### src/rtl/axi_ram_loader_pkg.sv
// Shared types and AXI constants for axi_ram_loader.
// With AXI_RAM_LOADER_VERIFY_EN defined, the read-back states are added to the state enum.
package axi_ram_loader_pkg;

`ifdef AXI_RAM_LOADER_VERIFY_EN
    typedef enum logic [2:0] {
        ST_IDLE,
        ST_ADDR,
        ST_RESP,
        ST_RD_ADDR,
        ST_RD_DATA
    } state_t;
`else
    typedef enum logic [1:0] {
        ST_IDLE,
        ST_ADDR,
        ST_RESP
    } state_t;
`endif

    localparam logic [7:0] AXI_LEN_SINGLE = 8'd0;
    localparam logic [2:0] AXI_SIZE_8B    = 3'd3;
    localparam logic [1:0] AXI_BURST_INCR = 2'b01;
    localparam logic [1:0] AXI_RESP_OKAY  = 2'b00;

    // Strobe mask for the lowest `lanes` byte lanes; lanes == 8 gives 8'hFF.
    function automatic logic [7:0] lane_strb(input logic [3:0] lanes);
        logic [15:0] mask;
        mask = (16'd1 << lanes) - 16'd1;
        return mask[7:0];
    endfunction

endpackage

### src/rtl/axi_ram_loader.sv
// Packs a byte stream into 64-bit words and writes them to RAM over single-beat AXI writes.
// Optional read-back verification is enabled by defining AXI_RAM_LOADER_VERIFY_EN.
module axi_ram_loader
    import axi_ram_loader_pkg::*;
#(
    parameter logic [31:0] BASE_ADDR = 32'h0,
    parameter logic [31:0] MEM_SIZE  = 32'h10000,
    parameter int          ID_WIDTH  = 4
) (
    input  logic                i_clk,
    input  logic                i_rst,
    input  logic [7:0]          i_data,
    input  logic                i_valid,
    output logic                o_ready,
    input  logic                i_flush,
    output logic                o_busy,
    output logic                o_full,
    output logic                o_err,
    output logic [31:0]         o_words,
    output logic [ID_WIDTH-1:0] o_awid,
    output logic [31:0]         o_awaddr,
    output logic [7:0]          o_awlen,
    output logic [2:0]          o_awsize,
    output logic [1:0]          o_awburst,
    output logic                o_awvalid,
    input  logic                i_awready,
    output logic [63:0]         o_wdata,
    output logic [7:0]          o_wstrb,
    output logic                o_wlast,
    output logic                o_wvalid,
    input  logic                i_wready,
    input  logic [ID_WIDTH-1:0] i_bid,
    input  logic [1:0]          i_bresp,
    input  logic                i_bvalid,
    output logic                o_bready,
    output logic [ID_WIDTH-1:0] o_arid,
    output logic [31:0]         o_araddr,
    output logic [7:0]          o_arlen,
    output logic [2:0]          o_arsize,
    output logic [1:0]          o_arburst,
    output logic                o_arvalid,
    input  logic                i_arready,
    input  logic [ID_WIDTH-1:0] i_rid,
    input  logic [63:0]         i_rdata,
    input  logic [1:0]          i_rresp,
    input  logic                i_rlast,
    input  logic                i_rvalid,
    output logic                o_rready,
    output logic                o_mismatch
);

    localparam logic [31:0] END_ADDR = BASE_ADDR + MEM_SIZE;

    state_t      state_q, state_d;
    logic [3:0]  lane_q, lane_d;
    logic [31:0] addr_q, addr_d;
    logic [63:0] wdata_q, wdata_d;
    logic [7:0]  wstrb_q, wstrb_d;
    logic        aw_pend_q, aw_pend_d;
    logic        w_pend_q, w_pend_d;
    logic [31:0] words_q, words_d;
    logic        err_q, err_d;
    logic        full_q, full_d;

    logic        accept;
    logic [3:0]  lane_n;
    logic        commit;

    assign o_ready = (state_q == ST_IDLE) && (lane_q < 4'd8) && !full_q;
    assign accept  = i_valid && o_ready;
    assign lane_n  = lane_q + {3'b000, accept};

`ifdef AXI_RAM_LOADER_VERIFY_EN
    logic mismatch_q, mismatch_d;
    logic rd_diff;

    always_comb begin
        rd_diff = 1'b0;
        for (int n = 0; n < 8; n++) begin
            if (wstrb_q[n] && (i_rdata[8*n +: 8] != wdata_q[8*n +: 8])) begin
                rd_diff = 1'b1;
            end
        end
    end
`endif

    // NOTE: every variable gets a default before the case, so no path can infer a latch.
    always_comb begin
        state_d   = state_q;
        lane_d    = lane_q;
        addr_d    = addr_q;
        wdata_d   = wdata_q;
        wstrb_d   = wstrb_q;
        aw_pend_d = aw_pend_q;
        w_pend_d  = w_pend_q;
        words_d   = words_q;
        err_d     = err_q;
        full_d    = full_q;
        commit    = 1'b0;
`ifdef AXI_RAM_LOADER_VERIFY_EN
        mismatch_d = mismatch_q;
`endif
        unique case (state_q)
            ST_IDLE: begin
                if (accept) begin
                    wdata_d[{lane_q[2:0], 3'b000} +: 8] = i_data;
                    lane_d = lane_n;
                end
                // A flush in the same cycle as a byte includes that byte.
                if ((lane_n == 4'd8) || (i_flush && !full_q && (lane_n != 4'd0))) begin
                    state_d   = ST_ADDR;
                    wstrb_d   = lane_strb(lane_n);
                    aw_pend_d = 1'b1;
                    w_pend_d  = 1'b1;
                end
            end
            ST_ADDR: begin
                aw_pend_d = aw_pend_q && !i_awready;
                w_pend_d  = w_pend_q && !i_wready;
                if (!aw_pend_d && !w_pend_d) begin
                    state_d = ST_RESP;
                end
            end
            ST_RESP: begin
                if (i_bvalid) begin
                    words_d = words_q + 32'd1;
                    if (i_bresp != AXI_RESP_OKAY) begin
                        err_d = 1'b1;
                    end
`ifdef AXI_RAM_LOADER_VERIFY_EN
                    state_d = ST_RD_ADDR;
`else
                    commit = 1'b1;
`endif
                end
            end
`ifdef AXI_RAM_LOADER_VERIFY_EN
            ST_RD_ADDR: begin
                if (i_arready) begin
                    state_d = ST_RD_DATA;
                end
            end
            ST_RD_DATA: begin
                if (i_rvalid) begin
                    if (rd_diff || (i_rresp != AXI_RESP_OKAY)) begin
                        mismatch_d = 1'b1;
                    end
                    commit = 1'b1;
                end
            end
`endif
            default: state_d = ST_IDLE;
        endcase

        // Word fully retired: move to the next slot and start packing afresh.
        if (commit) begin
            state_d = ST_IDLE;
            addr_d  = addr_q + 32'd8;
            lane_d  = 4'd0;
            wdata_d = '0;
            wstrb_d = '0;
            full_d  = ((addr_q + 32'd8) == END_ADDR);
        end
    end

    // NOTE: state registers use non-blocking assignments so all flops update together.
    always_ff @(posedge i_clk) begin
        if (i_rst) begin
            state_q   <= ST_IDLE;
            lane_q    <= 4'd0;
            addr_q    <= BASE_ADDR;
            wdata_q   <= '0;
            wstrb_q   <= '0;
            aw_pend_q <= 1'b0;
            w_pend_q  <= 1'b0;
            words_q   <= '0;
            err_q     <= 1'b0;
            full_q    <= 1'b0;
        end else begin
            state_q   <= state_d;
            lane_q    <= lane_d;
            addr_q    <= addr_d;
            wdata_q   <= wdata_d;
            wstrb_q   <= wstrb_d;
            aw_pend_q <= aw_pend_d;
            w_pend_q  <= w_pend_d;
            words_q   <= words_d;
            err_q     <= err_d;
            full_q    <= full_d;
        end
    end

    assign o_busy    = (state_q != ST_IDLE);
    assign o_full    = full_q;
    assign o_err     = err_q;
    assign o_words   = words_q;

    assign o_awid    = '0;
    assign o_awaddr  = addr_q;
    assign o_awlen   = AXI_LEN_SINGLE;
    assign o_awsize  = AXI_SIZE_8B;
    assign o_awburst = AXI_BURST_INCR;
    assign o_awvalid = (state_q == ST_ADDR) && aw_pend_q;
    assign o_wdata   = wdata_q;
    assign o_wstrb   = wstrb_q;
    assign o_wlast   = 1'b1;
    assign o_wvalid  = (state_q == ST_ADDR) && w_pend_q;
    assign o_bready  = (state_q == ST_RESP);

    assign o_arid    = '0;
    assign o_araddr  = addr_q;
    assign o_arlen   = AXI_LEN_SINGLE;
    assign o_arsize  = AXI_SIZE_8B;
    assign o_arburst = AXI_BURST_INCR;

`ifdef AXI_RAM_LOADER_VERIFY_EN
    always_ff @(posedge i_clk) begin
        if (i_rst) begin
            mismatch_q <= 1'b0;
        end else begin
            mismatch_q <= mismatch_d;
        end
    end

    assign o_arvalid  = (state_q == ST_RD_ADDR);
    assign o_rready   = (state_q == ST_RD_DATA);
    assign o_mismatch = mismatch_q;

    logic unused_inputs;
    assign unused_inputs = ^{i_bid, i_rid, i_rlast};
`else
    assign o_arvalid  = 1'b0;
    assign o_rready   = 1'b1;
    assign o_mismatch = 1'b0;

    logic unused_inputs;
    assign unused_inputs = ^{i_bid, i_rid, i_rlast, i_rdata, i_rresp, i_rvalid, i_arready};
`endif

endmodule

### config.mk
export PLATFORM = sky130hd
export DESIGN_NAME = axi_ram_loader
export DESIGN_NICKNAME = d
export VERILOG_FILES = /design/src/rtl/axi_ram_loader_pkg.sv /design/src/rtl/axi_ram_loader.sv
export SDC_FILE = /design/constraint.sdc
export NUM_CORES = 1
export LEC_CHECK = 0
export BUFFER_PORTS_ARGS = -buffer_cell sky130_fd_sc_hd__buf_2
export CORE_ASPECT_RATIO = 0.9
export CORE_MARGIN = 5
export CORE_UTILIZATION = 52
export CTS_CLUSTER_DIAMETER = 30
export DETAILED_ROUTE_END_ITERATION = 12
export GPL_ROUTABILITY_DRIVEN = 0
export HOLD_SLACK_MARGIN = 0.06
export PLACE_DENSITY_LB_ADDON = 0.05
export SLEW_MARGIN = 20
export SYNTH_ARGS = -nofsm -noshare
export SYNTH_HDL_FRONTEND = slang
export SYNTH_SLANG_ARGS = --single-unit
### constraint.sdc
create_clock -name i_clk -period 7.6 [get_ports i_clk]
set_clock_uncertainty 0.15 [all_clocks]
set_input_delay 0.76 -clock i_clk [delete_from_list [all_inputs] [get_ports i_clk]]
set_output_delay 0.76 -clock i_clk [all_outputs]
set_load 0.02 [all_outputs]
Word level (Yosys, flattened, before mapping)
Index checks and enable logic that the tools add are counted.
{"block": "op_classes", "add_sub_neg": 5, "magnitude_cmp": 1, "eq_ne": 6, "n_shift": 3, "n_mux": 9, "bitwise": 1, "n_reduce_logical": 28}
{"cell": "bitwise mux 64 bit", "count": 1}
{"cell": "variable shift 8 x 8 -> 64 bit, first input constant", "count": 1}
{"cell": "variable part select 8 x 8 -> 64 bit", "count": 1}
{"cell": "adder 32 x 1 -> 32 bit, second input constant", "count": 1}
{"cell": "adder 32 x 4 -> 32 bit, second input constant", "count": 1}
{"cell": "== test 32 x 17 -> 1 bit, second input constant", "count": 1}
{"cell": "logical AND 1 bit", "count": 10}
{"cell": "negation 6 -> 8 bit", "count": 1}
{"cell": "AND reduction 2 bit", "count": 4}
{"cell": "left shift 1 x 4 -> 8 bit, first input constant", "count": 1}
{"cell": "subtractor 8 x 1 -> 8 bit, second input constant", "count": 1}
{"cell": "one-hot mux 2 bit (3 select lines)", "count": 1}
{"cell": "AND reduction 3 bit", "count": 2}
{"cell": "nonzero test 2 bit", "count": 3}
{"cell": "zero test 1 bit", "count": 5}
{"cell": "adder 4 x 1 -> 4 bit", "count": 1}
{"cell": "== test 4 bit, second input constant", "count": 1}
{"cell": "< comparator 4 bit, second input constant", "count": 1}
{"cell": "two-way mux 2 bit", "count": 2}
{"cell": "one-hot mux 1 bit (2 select lines)", "count": 2}
{"cell": "nonzero test 4 bit", "count": 1}
{"cell": "two-way mux 1 bit", "count": 3}
{"cell": "== test 2 x 1 -> 1 bit, second input constant", "count": 1}
{"cell": "== test 2 bit, second input constant", "count": 1}
{"cell": "other kinds (6)", "count": 6}
{"block": "totals", "regBits": 146, "input_bits": 94, "elab_cells": 63}

Logic depth before layout (Yosys ltp)
{"block": "logic_depth", "word_depth": 10, "ltp_mapped": 15, "depth_no_buf": 15}

Least setup slack after synthesis
No wires, ideal clock.
{"block": "synth_timing", "kind": "register -> register", "from": "reg full_q, in the netlist o_full", "to": "reg wstrb_q[5], in the netlist o_wstrb[5]", "arrival_ps": 2756, "t_required_ps": 7308, "setup_slack_ps": 4552, "stages_incl_launch_ff": 11, "n_path_buf": 1, "period_less_slack_ps": 3048, "path_cell_list": "dfxtp_1 > nor4_4 > nand2_2 > inv_1 > ha_1 > ha_1 > o32ai_1 > nand2b_1 > a21oi_1 > clkbuf_1 > a311oi_1"}
{"block": "synth_between", "elab_chain_cells": 8, "word_cells_on_any_way": 12}
{"item": "start, declared", "line_no": "axi_ram_loader.sv:63", "text": "logic full_q, full_d;"}
{"item": "start signal, assigned", "line_no": "axi_ram_loader.sv:189", "text": "full_q <= full_d;"}
{"item": "zero test 1 bit (*)", "line_no": "axi_ram_loader.sv:69", "text": "assign o_ready = (state_q == ST_IDLE) && (lane_q < 4'd8) && !full_q;"}
{"item": "logical AND 1 bit (*)", "line_no": "axi_ram_loader.sv:69"}
{"item": "net o_ready", "line_no": "axi_ram_loader.sv:14", "text": "output logic o_ready,"}
{"item": "logical AND 1 bit (*)", "line_no": "axi_ram_loader.sv:70", "text": "assign accept = i_valid && o_ready;"}
{"item": "adder 4 x 1 -> 4 bit (*)", "line_no": "axi_ram_loader.sv:71", "text": "assign lane_n = lane_q + {3'b000, accept};"}
{"item": "net lane_n[1]", "line_no": "axi_ram_loader.sv:66", "text": "logic [3:0] lane_n;"}
{"item": "parallel branches: the longest is 4 deep, another holds subtractor 8 x 1 -> 8 bit"}
{"item": "end signal, assigned", "line_no": "axi_ram_loader.sv:184", "text": "wstrb_q <= wstrb_d;"}
{"item": "end, declared", "line_no": "axi_ram_loader.sv:58", "text": "logic [7:0] wstrb_q, wstrb_d;"}
Mark *: on every way through the listed nets, which the timed path passes.
A chain may end at the register's enable or synchronous reset.

Worst setup path in the final report
{"block": "layout_timing", "from": "reg state_q[0]", "to": "reg wstrb_q[2], in the netlist o_wstrb[2]"}
{"block": "layout_between", "elab_chain_cells": 9, "word_cells_on_any_way": 15}
{"item": "start, declared", "line_no": "axi_ram_loader.sv:54", "text": "state_t state_q, state_d;"}
{"item": "start signal, assigned", "line_no": "axi_ram_loader.sv:180", "text": "state_q <= state_d;"}
{"item": "zero test 2 bit (*)", "line_no": "axi_ram_loader.sv:69"}
{"item": "logical AND 1 bit (*) (2 in series)", "line_no": "axi_ram_loader.sv:69"}
{"item": "logical AND 1 bit (*)", "line_no": "axi_ram_loader.sv:70"}
{"item": "adder 4 x 1 -> 4 bit (*)", "line_no": "axi_ram_loader.sv:71"}
{"item": "net lane_n[1]", "line_no": "axi_ram_loader.sv:66"}
{"item": "parallel branches: the longest is 4 deep, another holds subtractor 8 x 1 -> 8 bit"}
Marked as above.

==> impl_metrics.ini <==
[setup_path]
path_common_cell = ha_1
crit_buf_inv = 1
crit_required_ns = 7.77
reg2reg_from = state_q[0]$_SDFFE_PP0P_
crit_type = flop to flop
cp.arrival_ns = 3.38
path_cells = nor4_4, nand2_2, inv_1, ha_1, ha_1, o32ai_1, nand2b_1, a21oi_2, nor2_1, a211oi_1
crit_fanout = 15
cp-end-kind = flop
slowest_delay_ns = 0.51
r2r_setup_slack_ns = 4.39
cpMaxStageDelayCell = a21oi_2
critPathTopFamily = compound AO/OA/AOI/OAI gates
critPathLaunchType = flop
critPathLaunch = state_q[0]$_SDFFE_PP0P_

[timing]
max_freq_mhz = 311
setup_tns_ns = 0
tightest_slew_ns = 1.03
grt_setup_unrepaired = no
setup_viol = 0
final.min_clock_period_ns = 3.21
finalCritPeriodShare_pct = 42.3
slew_viol_final = 0
holdWs_ns = 0.303
hold_viol = 0
layout_setup_ws_ns = 4.39
slew_headroom_pct = 31.0

[floorplanning]
row_count = 40
io_pins = 307
die-height_um = 120
start_util_pct = 52.8
die-area_sq_um = 15900
core_area_sq_um = 13300
die_w_um = 133

[min_path]
hp-start = o_wdata[37]$_SDFFE_PP0P_
hold_path_class = flop to flop

[job]
drv_cap = 0

[synth]
yosys.area.top_type = dfxtp_1
ys_async_sr_fraction_pct = 0
yosys-top-cells-area = dfxtp_1, buf_4, nor2_1, mux2i_1, xnor2_1
ys_seq_area_share_pct = 40.7
postSynth.topFlopCell = dfxtp_1
ys_types = 54
netlist_instances = 837
ys_warn_count = 0
synth-edff-count = 0
syn-mean-instance-area_sq_um = 8.40
syn_area_sq_um = 7030
ys_ff_latch = 143
synth_most_common_cell = dfxtp_1
synth_common_cells = dfxtp_1, nor2_1, buf_4
yosys.area.top_type_share_pct = 40.7

[place]
io_buffers = 185
dp_hpwl_um = 13000
post-place-ws_ns = 3.95
placed_cells = 1123

[detailed_routing]
routedWlPerCell_um = 15.5
drt_drc_violations_left = 0
vias_per_cell = 5.28
ant_nets = 0
totalWireLength_um = 17900
dr.pass1.iters = 5
num_vias = 6077
drt_iter0_drc = 341

[cts]
cts.path.max_buffers = 2
cts_buffers = 17
cts_setup_buffers = 0
clock-root-buffer = clkbuf_16
htreeDepth = 4
cts-resized-gates = 0
clkTransAtPathRegs_ns = 0.06
cts_tree = done
clk_latency_ns = 0.42
cts_sinks = 143
cts_hold_buffers = 0

[pwr]
p_leak_nw = 3.65
power_density_nw_per_um2 = 251
peakVddDrop_uv = 159

[cells_and_area]
stdcell_count = 1152
area_growth_pct = 16.5
drive_gt1_share_pct = 24.8
antennaDiodeCount = 0
fin_nets = 1075

[global_routing]
grt_max_degree = 78
gr-total-overflow = 0
first_global_vias = 5738
grt_first_pass_wirelength_um = 29100
grt_usage_pct = 22.3
antenna_found_initial = 0

[outcome]
outcome = finished, final reports clean
placed cells by master, fill, tap and decap left out, types with 5 or more instances in the layout:
cell type  Yosys  routed
nor2_1       130     130
clkbuf_16      0      17
nor2b_1        5       5
a311oi_1       5       5
inv_1         17      17
clkinv_2       0       5
nor3_2         6       6
nand4_1       16      16
ha_1           7       7
buf_2          4     185
nand3_1       52      52
nor3_1        15      15
or3_1          8       8
a211oi_1       5       5
xnor2_1       38      38
a21oi_1       51      50
and3_1         9       9
dfxtp_1      143     143
xor2_1        28      28
nand2_1       73      73
o21ai_0       13      13
and2_1         9       9
and4_1         6       6
a31oi_1        5       5
mux2i_1       34      34
conb_1         2      44
metrics by stage:
step                      utilization, %  total power [mW]  area (sq um)
after global placement              57.4              1.28          7640
after CTS                           61.5              2.07          8180
final                               61.5              2.06          8190
after global routing                61.5              2.16          8190
after detailed placement            57.4              1.29          7640
after floorplan                        -              1.19          7190
metal layers:
layer / wire, um / up-vias / global-route usage [%] / share of wire, %
met5: 0 / - / 0 / 0
met2: 8420 / 198 / 36.0 / 47
met1: 8000 / 2867 / 29.0 / 45
met3: 1230 / 17 / 6.45 / 6.9
li1: - / 2995 / - / -
met4: 234 / 0 / 6.75 / 1.3
power breakdown:
part / leakage [nW] / switching [mW] / internal, mW
registers: 1.15 / 0.0342 / 0.789
clock network: 0.273 / 0.299 / 0.476
logic: 2.23 / 0.311 / 0.147
total: 3.65 / 0.644 / 1.41
final timing paths:
kind | end | cells past startpoint
max reg2reg | o_wstrb[2]$_SDFFE_PP0P_ | 10
min | o_wdata[37]$_SDFFE_PP0P_ | 2
min reg2reg | o_wdata[37]$_SDFFE_PP0P_ | 2
max | o_wstrb[2]$_SDFFE_PP0P_ | 10
kinds of logic after synthesis:
group | Yosys count | share of synthesized area, %
muxes | 35 | 5.00
AOI/OAI and AO/OA | 92 | 7.78
other | 2 | 0.107
adders and majority gates | 7 | 1.25
and+or+nand+nor | 362 | 25.8
xor gates and xnor gates | 66 | 8.22
DFF | 143 | 40.7
buffers and inverters | 130 | 11.1
flip-flops by register name, indices dropped and copies added (netlist names):
register	flops
aw_pend_q	1
lane_q	4
o_araddr	29
o_err	1
o_full	1
o_wdata	64
o_words	32
o_wstrb	8
state_q	2
w_pend_q	1
layout make-up:
class | instances | area [sq um]
Clock buffer | 22 | 484
Clock inverter | 7 | 62.6
Fill cell | 1225 | 5120
Inverter | 17 | 63.8
Multi-Input combinational cell | 606 | 3550
Sequential cell | 143 | 2860
Tap cell | 168 | 210
Timing Repair Buffer | 189 | 956
tightest hold or removal path, cell delays in order, from the launching register on:
cell,delay (ns)
dfxtp_1,0.31
nand2_1,0.05
a21oi_1,0.05
No activity file was read; power rests on OpenSTA's default activity.
